[config.mk]
export PLATFORM = sky130hd
export DESIGN_NAME = mastermind_scorer_flat
export DESIGN_NICKNAME = d
export VERILOG_FILES = /design/src/rtl/mastermind_pkg.sv /design/src/rtl/mastermind_scorer_if.sv /design/src/rtl/mastermind_color_hist.sv /design/src/rtl/mastermind_scorer.sv /design/src/flat_wrapper.sv
export SDC_FILE = /design/constraint.sdc
export NUM_CORES = 1
export LEC_CHECK = 0
export ABC_CLOCK_PERIOD_IN_PS = 4870
export CAP_MARGIN = 15
export CORE_MARGIN = 5
export CORE_UTILIZATION = 40
export CTS_BUF_LIST = sky130_fd_sc_hd__clkbuf_16
export CTS_CLUSTER_SIZE = 28
export DETAILED_ROUTE_END_ITERATION = 10
export PLACE_DENSITY = 0.57
export SKIP_CTS_REPAIR_TIMING = 1
export SLEW_MARGIN = 0
export SYNTH_ARGS = -nofsm -noshare
export SYNTH_HDL_FRONTEND = slang
export SYNTH_SLANG_ARGS = --single-unit
[constraint.sdc]
create_clock -name clk -period 4.87 [get_ports clk]
set_input_delay 0.7305 -clock clk [delete_from_list [all_inputs] [get_ports clk]]
set_output_delay 0.7305 -clock clk [all_outputs]
set_load 0.02 [all_outputs]
[src/rtl/mastermind_pkg.sv]
// Shared constants, state encoding and peg helper for the Mastermind scorer.
package mastermind_pkg;

  localparam int PEGS       = 4;
  localparam int COLOR_BITS = 3;
  localparam int NUM_COLORS = 2 ** COLOR_BITS;
  localparam int MAX_TURNS  = 10;

  localparam int CODE_W = PEGS * COLOR_BITS;
  localparam int CNT_W  = $clog2(PEGS + 1);
  localparam int TURN_W = $clog2(MAX_TURNS + 1);
  localparam int PEG_W  = $clog2(PEGS);
  // The shared index walks both pegs and colours, so it is sized for the larger range.
  localparam int IDX_W  = (NUM_COLORS > PEGS) ? COLOR_BITS : PEG_W;

  typedef enum logic [1:0] {
    IDLE  = 2'd0,
    EXACT = 2'd1,
    COLOR = 2'd2,
    DONE  = 2'd3
  } state_t;

  function automatic logic [COLOR_BITS-1:0] get_peg(input logic [CODE_W-1:0] vec,
                                                    input logic [PEG_W-1:0]  idx);
    return vec[COLOR_BITS*idx +: COLOR_BITS];
  endfunction

endpackage

[src/rtl/mastermind_scorer_if.sv]
// Request/result bundle between the control FSM and the scorer.
interface mastermind_scorer_if;
  import mastermind_pkg::*;

  logic              new_game;
  logic              start;
  logic [CODE_W-1:0] code;
  logic [CODE_W-1:0] guess;
  logic              ack;
  logic              busy;
  logic              valid;
  logic [CNT_W-1:0]  black;
  logic [CNT_W-1:0]  white;
  logic              win;
  logic [TURN_W-1:0] turns;
  logic              game_over;

  modport master (
    output new_game, start, code, guess, ack,
    input  busy, valid, black, white, win, turns, game_over
  );

  modport slave (
    input  new_game, start, code, guess, ack,
    output busy, valid, black, white, win, turns, game_over
  );

endinterface

[src/rtl/mastermind_color_hist.sv]
// Per-colour counters of unmatched code pegs (cc) and guess pegs (cg).
module mastermind_color_hist
  import mastermind_pkg::*;
(
  input  logic                  clk,
  input  logic                  resetn,
  input  logic                  clear,
  input  logic                  inc,
  input  logic [COLOR_BITS-1:0] inc_code_idx,
  input  logic [COLOR_BITS-1:0] inc_guess_idx,
  input  logic [COLOR_BITS-1:0] rd_idx,
  output logic [CNT_W-1:0]      rd_cc,
  output logic [CNT_W-1:0]      rd_cg
);

  logic [CNT_W-1:0] cc [NUM_COLORS];
  logic [CNT_W-1:0] cg [NUM_COLORS];

  // At most PEGS increments land between clears, so the counters cannot wrap.
  always_ff @(posedge clk or negedge resetn) begin
    if (!resetn) begin
      for (int i = 0; i < NUM_COLORS; i++) begin
        cc[i] <= '0;
        cg[i] <= '0;
      end
    end else if (clear) begin
      for (int i = 0; i < NUM_COLORS; i++) begin
        cc[i] <= '0;
        cg[i] <= '0;
      end
    end else if (inc) begin
      cc[inc_code_idx]  <= cc[inc_code_idx] + 1'b1;
      cg[inc_guess_idx] <= cg[inc_guess_idx] + 1'b1;
    end
  end

  assign rd_cc = cc[rd_idx];
  assign rd_cg = cg[rd_idx];

endmodule

[src/rtl/mastermind_scorer.sv]
// Scorer FSM: exact pass over pegs, colour pass over the histogram, then hold the result.
module mastermind_scorer
  import mastermind_pkg::*;
(
  input  logic                clk,
  input  logic                resetn,
  mastermind_scorer_if.slave  bus
);

  state_t            state;
  logic [CODE_W-1:0] code_q;
  logic [CODE_W-1:0] guess_q;
  logic [IDX_W-1:0]  idx;
  logic              busy;
  logic              valid;
  logic [CNT_W-1:0]  black;
  logic [CNT_W-1:0]  white;
  logic              win;
  logic [TURN_W-1:0] turns;
  logic              game_over;

  logic                  capture;
  logic [COLOR_BITS-1:0] code_peg;
  logic [COLOR_BITS-1:0] guess_peg;
  logic                  peg_match;
  logic [CNT_W-1:0]      rd_cc;
  logic [CNT_W-1:0]      rd_cg;
  logic [CNT_W-1:0]      min_cnt;
  logic [TURN_W-1:0]     turns_next;
  logic                  win_next;

  assign capture    = (state == IDLE) && bus.start && !game_over;
  assign code_peg   = get_peg(code_q, idx[PEG_W-1:0]);
  assign guess_peg  = get_peg(guess_q, idx[PEG_W-1:0]);
  assign peg_match  = (code_peg == guess_peg);
  assign min_cnt    = (rd_cc < rd_cg) ? rd_cc : rd_cg;
  assign turns_next = (turns == TURN_W'(MAX_TURNS)) ? turns : turns + 1'b1;
  assign win_next   = (black == CNT_W'(PEGS));

  mastermind_color_hist u_hist (
    .clk           (clk),
    .resetn        (resetn),
    .clear         (bus.new_game || capture),
    .inc           ((state == EXACT) && !peg_match && !bus.new_game),
    .inc_code_idx  (code_peg),
    .inc_guess_idx (guess_peg),
    .rd_idx        (idx[COLOR_BITS-1:0]),
    .rd_cc         (rd_cc),
    .rd_cg         (rd_cg)
  );

  always_ff @(posedge clk or negedge resetn) begin
    if (!resetn) begin
      state     <= IDLE;
      code_q    <= '0;
      guess_q   <= '0;
      idx       <= '0;
      busy      <= 1'b0;
      valid     <= 1'b0;
      black     <= '0;
      white     <= '0;
      win       <= 1'b0;
      turns     <= '0;
      game_over <= 1'b0;
    end else if (bus.new_game) begin
      state     <= IDLE;
      code_q    <= '0;
      guess_q   <= '0;
      idx       <= '0;
      busy      <= 1'b0;
      valid     <= 1'b0;
      black     <= '0;
      white     <= '0;
      win       <= 1'b0;
      turns     <= '0;
      game_over <= 1'b0;
    end else begin
      case (state)
        IDLE: begin
          if (capture) begin
            code_q  <= bus.code;
            guess_q <= bus.guess;
            black   <= '0;
            white   <= '0;
            idx     <= '0;
            busy    <= 1'b1;
            state   <= EXACT;
          end
        end
        EXACT: begin
          if (peg_match) black <= black + 1'b1;
          if (idx == IDX_W'(PEGS - 1)) begin
            idx   <= '0;
            state <= COLOR;
          end else begin
            idx <= idx + 1'b1;
          end
        end
        COLOR: begin
          white <= white + min_cnt;
          if (idx == IDX_W'(NUM_COLORS - 1)) begin
            busy      <= 1'b0;
            valid     <= 1'b1;
            turns     <= turns_next;
            win       <= win_next;
            game_over <= win_next || (turns_next == TURN_W'(MAX_TURNS));
            state     <= DONE;
          end else begin
            idx <= idx + 1'b1;
          end
        end
        DONE: begin
          if (bus.ack) begin
            valid <= 1'b0;
            state <= IDLE;
          end
        end
        default: begin
          busy  <= 1'b0;
          valid <= 1'b0;
          state <= IDLE;
        end
      endcase
    end
  end

  assign bus.busy      = busy;
  assign bus.valid     = valid;
  assign bus.black     = black;
  assign bus.white     = white;
  assign bus.win       = win;
  assign bus.turns     = turns;
  assign bus.game_over = game_over;

endmodule

[src/flat_wrapper.sv]
// flat-port wrapper written by rule: the top's interface ports become plain ports
module mastermind_scorer_flat import mastermind_pkg::*;
  (clk, resetn, bus_new_game, bus_start, bus_code, bus_guess, bus_ack, bus_busy, bus_valid, bus_black, bus_white, bus_win, bus_turns, bus_game_over);
  mastermind_scorer_if bus_i ();
  input  logic clk;
  input  logic resetn;
  input wire logic [$bits(bus_i.new_game)-1:0] bus_new_game;
  input wire logic [$bits(bus_i.start)-1:0] bus_start;
  input wire logic [$bits(bus_i.code)-1:0] bus_code;
  input wire logic [$bits(bus_i.guess)-1:0] bus_guess;
  input wire logic [$bits(bus_i.ack)-1:0] bus_ack;
  output wire logic [$bits(bus_i.busy)-1:0] bus_busy;
  output wire logic [$bits(bus_i.valid)-1:0] bus_valid;
  output wire logic [$bits(bus_i.black)-1:0] bus_black;
  output wire logic [$bits(bus_i.white)-1:0] bus_white;
  output wire logic [$bits(bus_i.win)-1:0] bus_win;
  output wire logic [$bits(bus_i.turns)-1:0] bus_turns;
  output wire logic [$bits(bus_i.game_over)-1:0] bus_game_over;
  assign bus_i.new_game = bus_new_game;
  assign bus_i.start = bus_start;
  assign bus_i.code = bus_code;
  assign bus_i.guess = bus_guess;
  assign bus_i.ack = bus_ack;
  assign bus_busy = bus_i.busy;
  assign bus_valid = bus_i.valid;
  assign bus_black = bus_i.black;
  assign bus_white = bus_i.white;
  assign bus_win = bus_i.win;
  assign bus_turns = bus_i.turns;
  assign bus_game_over = bus_i.game_over;
  mastermind_scorer u_core (.clk(clk), .resetn(resetn), .bus(bus_i));
endmodule
==> summary.txt <==
Layout
  – Share of post-route cells with drive strength above 1: 0.1044
  – Utilization after layout: 0.4757
  – Total of fill cells in the finished design: 1288
  – Most common cell after layout, fill and taps aside: sky130_fd_sc_hd__dfrtp_1
  – N_diodes: 0
  – Area Overhead vs Synth: 16.44%
  – Final net count: 637
  – Commonest cells after routing, fill and taps aside: sky130_fd_sc_hd__dfrtp_1, sky130_fd_sc_hd__nand2_1, sky130_fd_sc_hd__nor2_1, sky130_fd_sc_hd__a21oi_1, sky130_fd_sc_hd__clkdlybuf4s50_1
  – Final std cell area, no fill: 0.006300 mm2

Synthesis
  – Synthesized netlist net count: 613
  – Post-synth EDFFs: 0
  – Number of standard cells after synthesis: 565
  – Synth warn: 0
  – Share of the synthesized area in the top cell type: 0.4209
  – Top cell type by total area after synthesis: sky130_fd_sc_hd__dfrtp_1
  – Proportion of synthesized chip area in sequential cells: 0.4209
  – Synth unique cells: 53
  – Fraction of registers with async set or reset after synthesis: 1.000
  – Post-Syn Area: 0.005410 mm2
  – Primary flip-flop cell chosen by synthesis mapping: sky130_fd_sc_hd__dfrtp_1
  – Average cell area after synthesis: 9.576 um2
  – Main area contributors after synthesis: sky130_fd_sc_hd__dfrtp_1, sky130_fd_sc_hd__mux4_2, sky130_fd_sc_hd__nand2_1
  – Synth Register Bits: 91

Drt
  – Wire length reported by the detailed router: 13840 um
  – Final routed DRC violation total: 0
  – Violation count after the first detailed-routing iteration: 349
  – Number of vias per cell after detailed routing: 5.605
  – Total number of vias: 4316
  – Routed wirelength normalized by instance count: 17.98 um
  – Antenna-violating nets left: 0
  – Router iterations before antenna repair: 4

Worst setup path
  – Critical path class: register to register
  – Startpoint of the worst register-to-register path: u_core.idx[1]
  – Kind of end point of the critical path: register
  – Reg-to-reg endpoint: u_core.u_hist.cc[2]
  – Cells on worst reg2reg path: 9
  – Worst setup slack for register-to-register paths: 1.32 ns
  – Critical Path Fanout Max: 17
  – Kind of start point of the critical path: register
  – Req. time, crit path: 5.06 ns
  – Crit path DAT: 3.74 ns

Floorplanning
  – Core Box Area: 0.01324 mm2
  – Area enclosed by the die boundary: 0.01595 mm2
  – Die width: 126.3 um
  – Starting Density: 0.4085
  – Count of standard-cell rows: 42
  – I/O Pins: 43
  – Die Span Y: 126.3 um

Place
  – Total of buffers placed on input and output ports: 42
  – Area after detailed placement: 0.005951 mm2
  – Half-perimeter wire length after placement: 9835 um
  – RePlAce Congestion: 0.8842

Clock tree
  – Level count of the clock H-tree: 3
  – Maximum clock insertion buffer count: 2
  – CTS clock-pin slew for the worst setup and hold paths: 0.07 ns
  – Clock latency of the later-clocked register in the worst-skew pair: 0.35 ns
  – Sink Count: 91
  – Inserted Clock Buffers: 9
  – TritonCTS clock tree: yes
  – Clock root buffer master: sky130_fd_sc_hd__clkbuf_16

STA
  – Setup TNS after final layout: 0 ns
  – Ratio of final minimum period to clock period: 0.7285
  – Slew @ Worst Pin: 0.8498 ns
  – FMAX: 281.9 MHz
  – Final setup fails: 0
  – Worst hold slack: 0.3344 ns
  – Slew headroom: 0.4335
  – Final setup skew: 0.006499 ns
  – RSZ-0062 raised after global routing: false
  – Final hold viol count: 0
  – Count of final max-slew check failures: 0
  – Post-layout min period: 3.548 ns

Global routing
  – Overall global routing resource usage: 0.1800
  – Sum of overflow across all layers after global routing: 0
  – Number of global-route vias before repair: 4202
  – Pin count of the biggest net entering global routing: 59
  – Global-route wire length before repair: 22940 um
  – Initial antenna violation count: 0

Pwr
  – Largest voltage drop on the vdd net: 0.2574 mV
  – Standby leakage power: 2.509 nW
  – Power per unit of standard cell area: 381.0 mW/mm2

Min path
  – HP Class: input port to asynchronous set/reset pin

Flow run
  – Max_cap viols: 0

Status
  – Status: finished clean
[flip-flops by register name, indices dropped and copies added, names as in the netlist]
| register | flops |
|---|---|
| u_core.bus.valid | 1 |
| u_core.state | 2 |
| u_core.u_hist.cc | 24 |
| u_core.u_hist.cg | 24 |
| u_core.bus.busy | 1 |
| u_core.code_q | 12 |
| u_core.bus.turns | 4 |
| u_core.bus.win | 1 |
| u_core.bus.white | 3 |
| u_core.idx | 3 |
| u_core.guess_q | 12 |
| u_core.bus.game_over | 1 |
| u_core.bus.black | 3 |
[worst max-delay path, cell delays in order, from the launching register on]
cell and delay [ns]:
sky130_fd_sc_hd__dfrtp_1 0.90, sky130_fd_sc_hd__buf_4 0.27, sky130_fd_sc_hd__mux4_2 0.49, sky130_fd_sc_hd__nor2b_1 0.23
sky130_fd_sc_hd__a221oi_1 0.30, sky130_fd_sc_hd__a31o_2 0.19, sky130_fd_sc_hd__nand2_1 0.07, sky130_fd_sc_hd__ha_1 0.18
sky130_fd_sc_hd__xnor2_1 0.58, sky130_fd_sc_hd__a21oi_1 0.16
[stage by stage]
stage | power, mW | std cells | worst slack (ns)
2_1_floorplan | 1.398 | 565 | 1.301
3_3_place_gp | 1.572 | 754 | 1.443
3_5_place_dp | 1.584 | 754 | 1.315
4_1_cts | 2.413 | 770 | 1.290
5_1_grt | 2.542 | 770 | 1.015
6_report | 2.400 | 770 | 1.322
[final cells by class]
class / instances / area (um2) / area share
multi-input combinational: 419 / 2904 / 0.4610
clock inverter: 7 / 123.9 / 0.01966
sequential: 91 / 2277 / 0.3615
timing repair buffer: 51 / 485.5 / 0.07706
tap: 176 / 220.2 / 0.03496
inverter: 17 / 63.81 / 0.01013
clock buffer: 9 / 225.2 / 0.03575
[cell usage after synthesis (3+ instances only)]
cell and instances:
sky130_fd_sc_hd__dfrtp_1 91, sky130_fd_sc_hd__nand2_1 89, sky130_fd_sc_hd__nor2_1 48, sky130_fd_sc_hd__a21oi_1 46, sky130_fd_sc_hd__mux2i_1 30, sky130_fd_sc_hd__nand3_1 24
sky130_fd_sc_hd__clkbuf_1 23, sky130_fd_sc_hd__o21ai_0 22, sky130_fd_sc_hd__mux4_2 21, sky130_fd_sc_hd__ha_1 18, sky130_fd_sc_hd__inv_1 17, sky130_fd_sc_hd__nor3_1 16
sky130_fd_sc_hd__a211oi_1 12, sky130_fd_sc_hd__buf_1 7, sky130_fd_sc_hd__mux2_2 7, sky130_fd_sc_hd__nand2b_1 7, sky130_fd_sc_hd__nor2b_1 7, sky130_fd_sc_hd__o22ai_1 7
sky130_fd_sc_hd__buf_2 6, sky130_fd_sc_hd__a31oi_1 5, sky130_fd_sc_hd__xnor2_1 5, sky130_fd_sc_hd__o2bb2ai_1 4, sky130_fd_sc_hd__o31ai_1 4, sky130_fd_sc_hd__a221oi_1 3
sky130_fd_sc_hd__a22o_1 3, sky130_fd_sc_hd__and2_1 3, sky130_fd_sc_hd__or3_1 3
[power breakdown]
group | switching [mW] | total (mW) | internal [mW]
clock network | 0.320 | 0.825 | 0.505
registers | 0.0408 | 0.847 | 0.806
logic | 0.471 | 0.728 | 0.257
[layer usage]
layer,track usage,vias to the layer above,routed length [um]
met2,0.2598,120,6075
met3,0.03615,16,625
met5,0,-,0
met4,0.06183,0,214
li1,-,2079,-
met1,0.2700,2101,6926
[worst max-delay path by stage]
stage                  start                   to  cells after the start
6_report       u_core.idx[1]  u_core.u_hist.cc[2]                      9
3_3_place_gp   u_core.idx[1]  u_core.u_hist.cc[2]                      9
2_1_floorplan  u_core.idx[0]  u_core.bus.white[2]                     16
3_5_place_dp   u_core.idx[1]  u_core.bus.white[2]                     14
5_1_grt        u_core.idx[1]  u_core.bus.white[2]                     14
4_1_cts        u_core.idx[1]  u_core.bus.white[2]                     14
[cells by family (layout without fill, tap and decap cells)]
kind of cell,Yosys count,after routing,synth area share
buffers and inverters,55,84,0.04232
AND/OR/NAND/NOR,210,210,0.1755
multiplexers,59,59,0.1600
XOR/XNOR,6,6,0.009713
flip-flops,91,91,0.4209
adder cells (fa/ha/maj),19,19,0.04533
AO/OA/AOI/OAI,125,125,0.1462
Power figures use the tool's default switching activity.
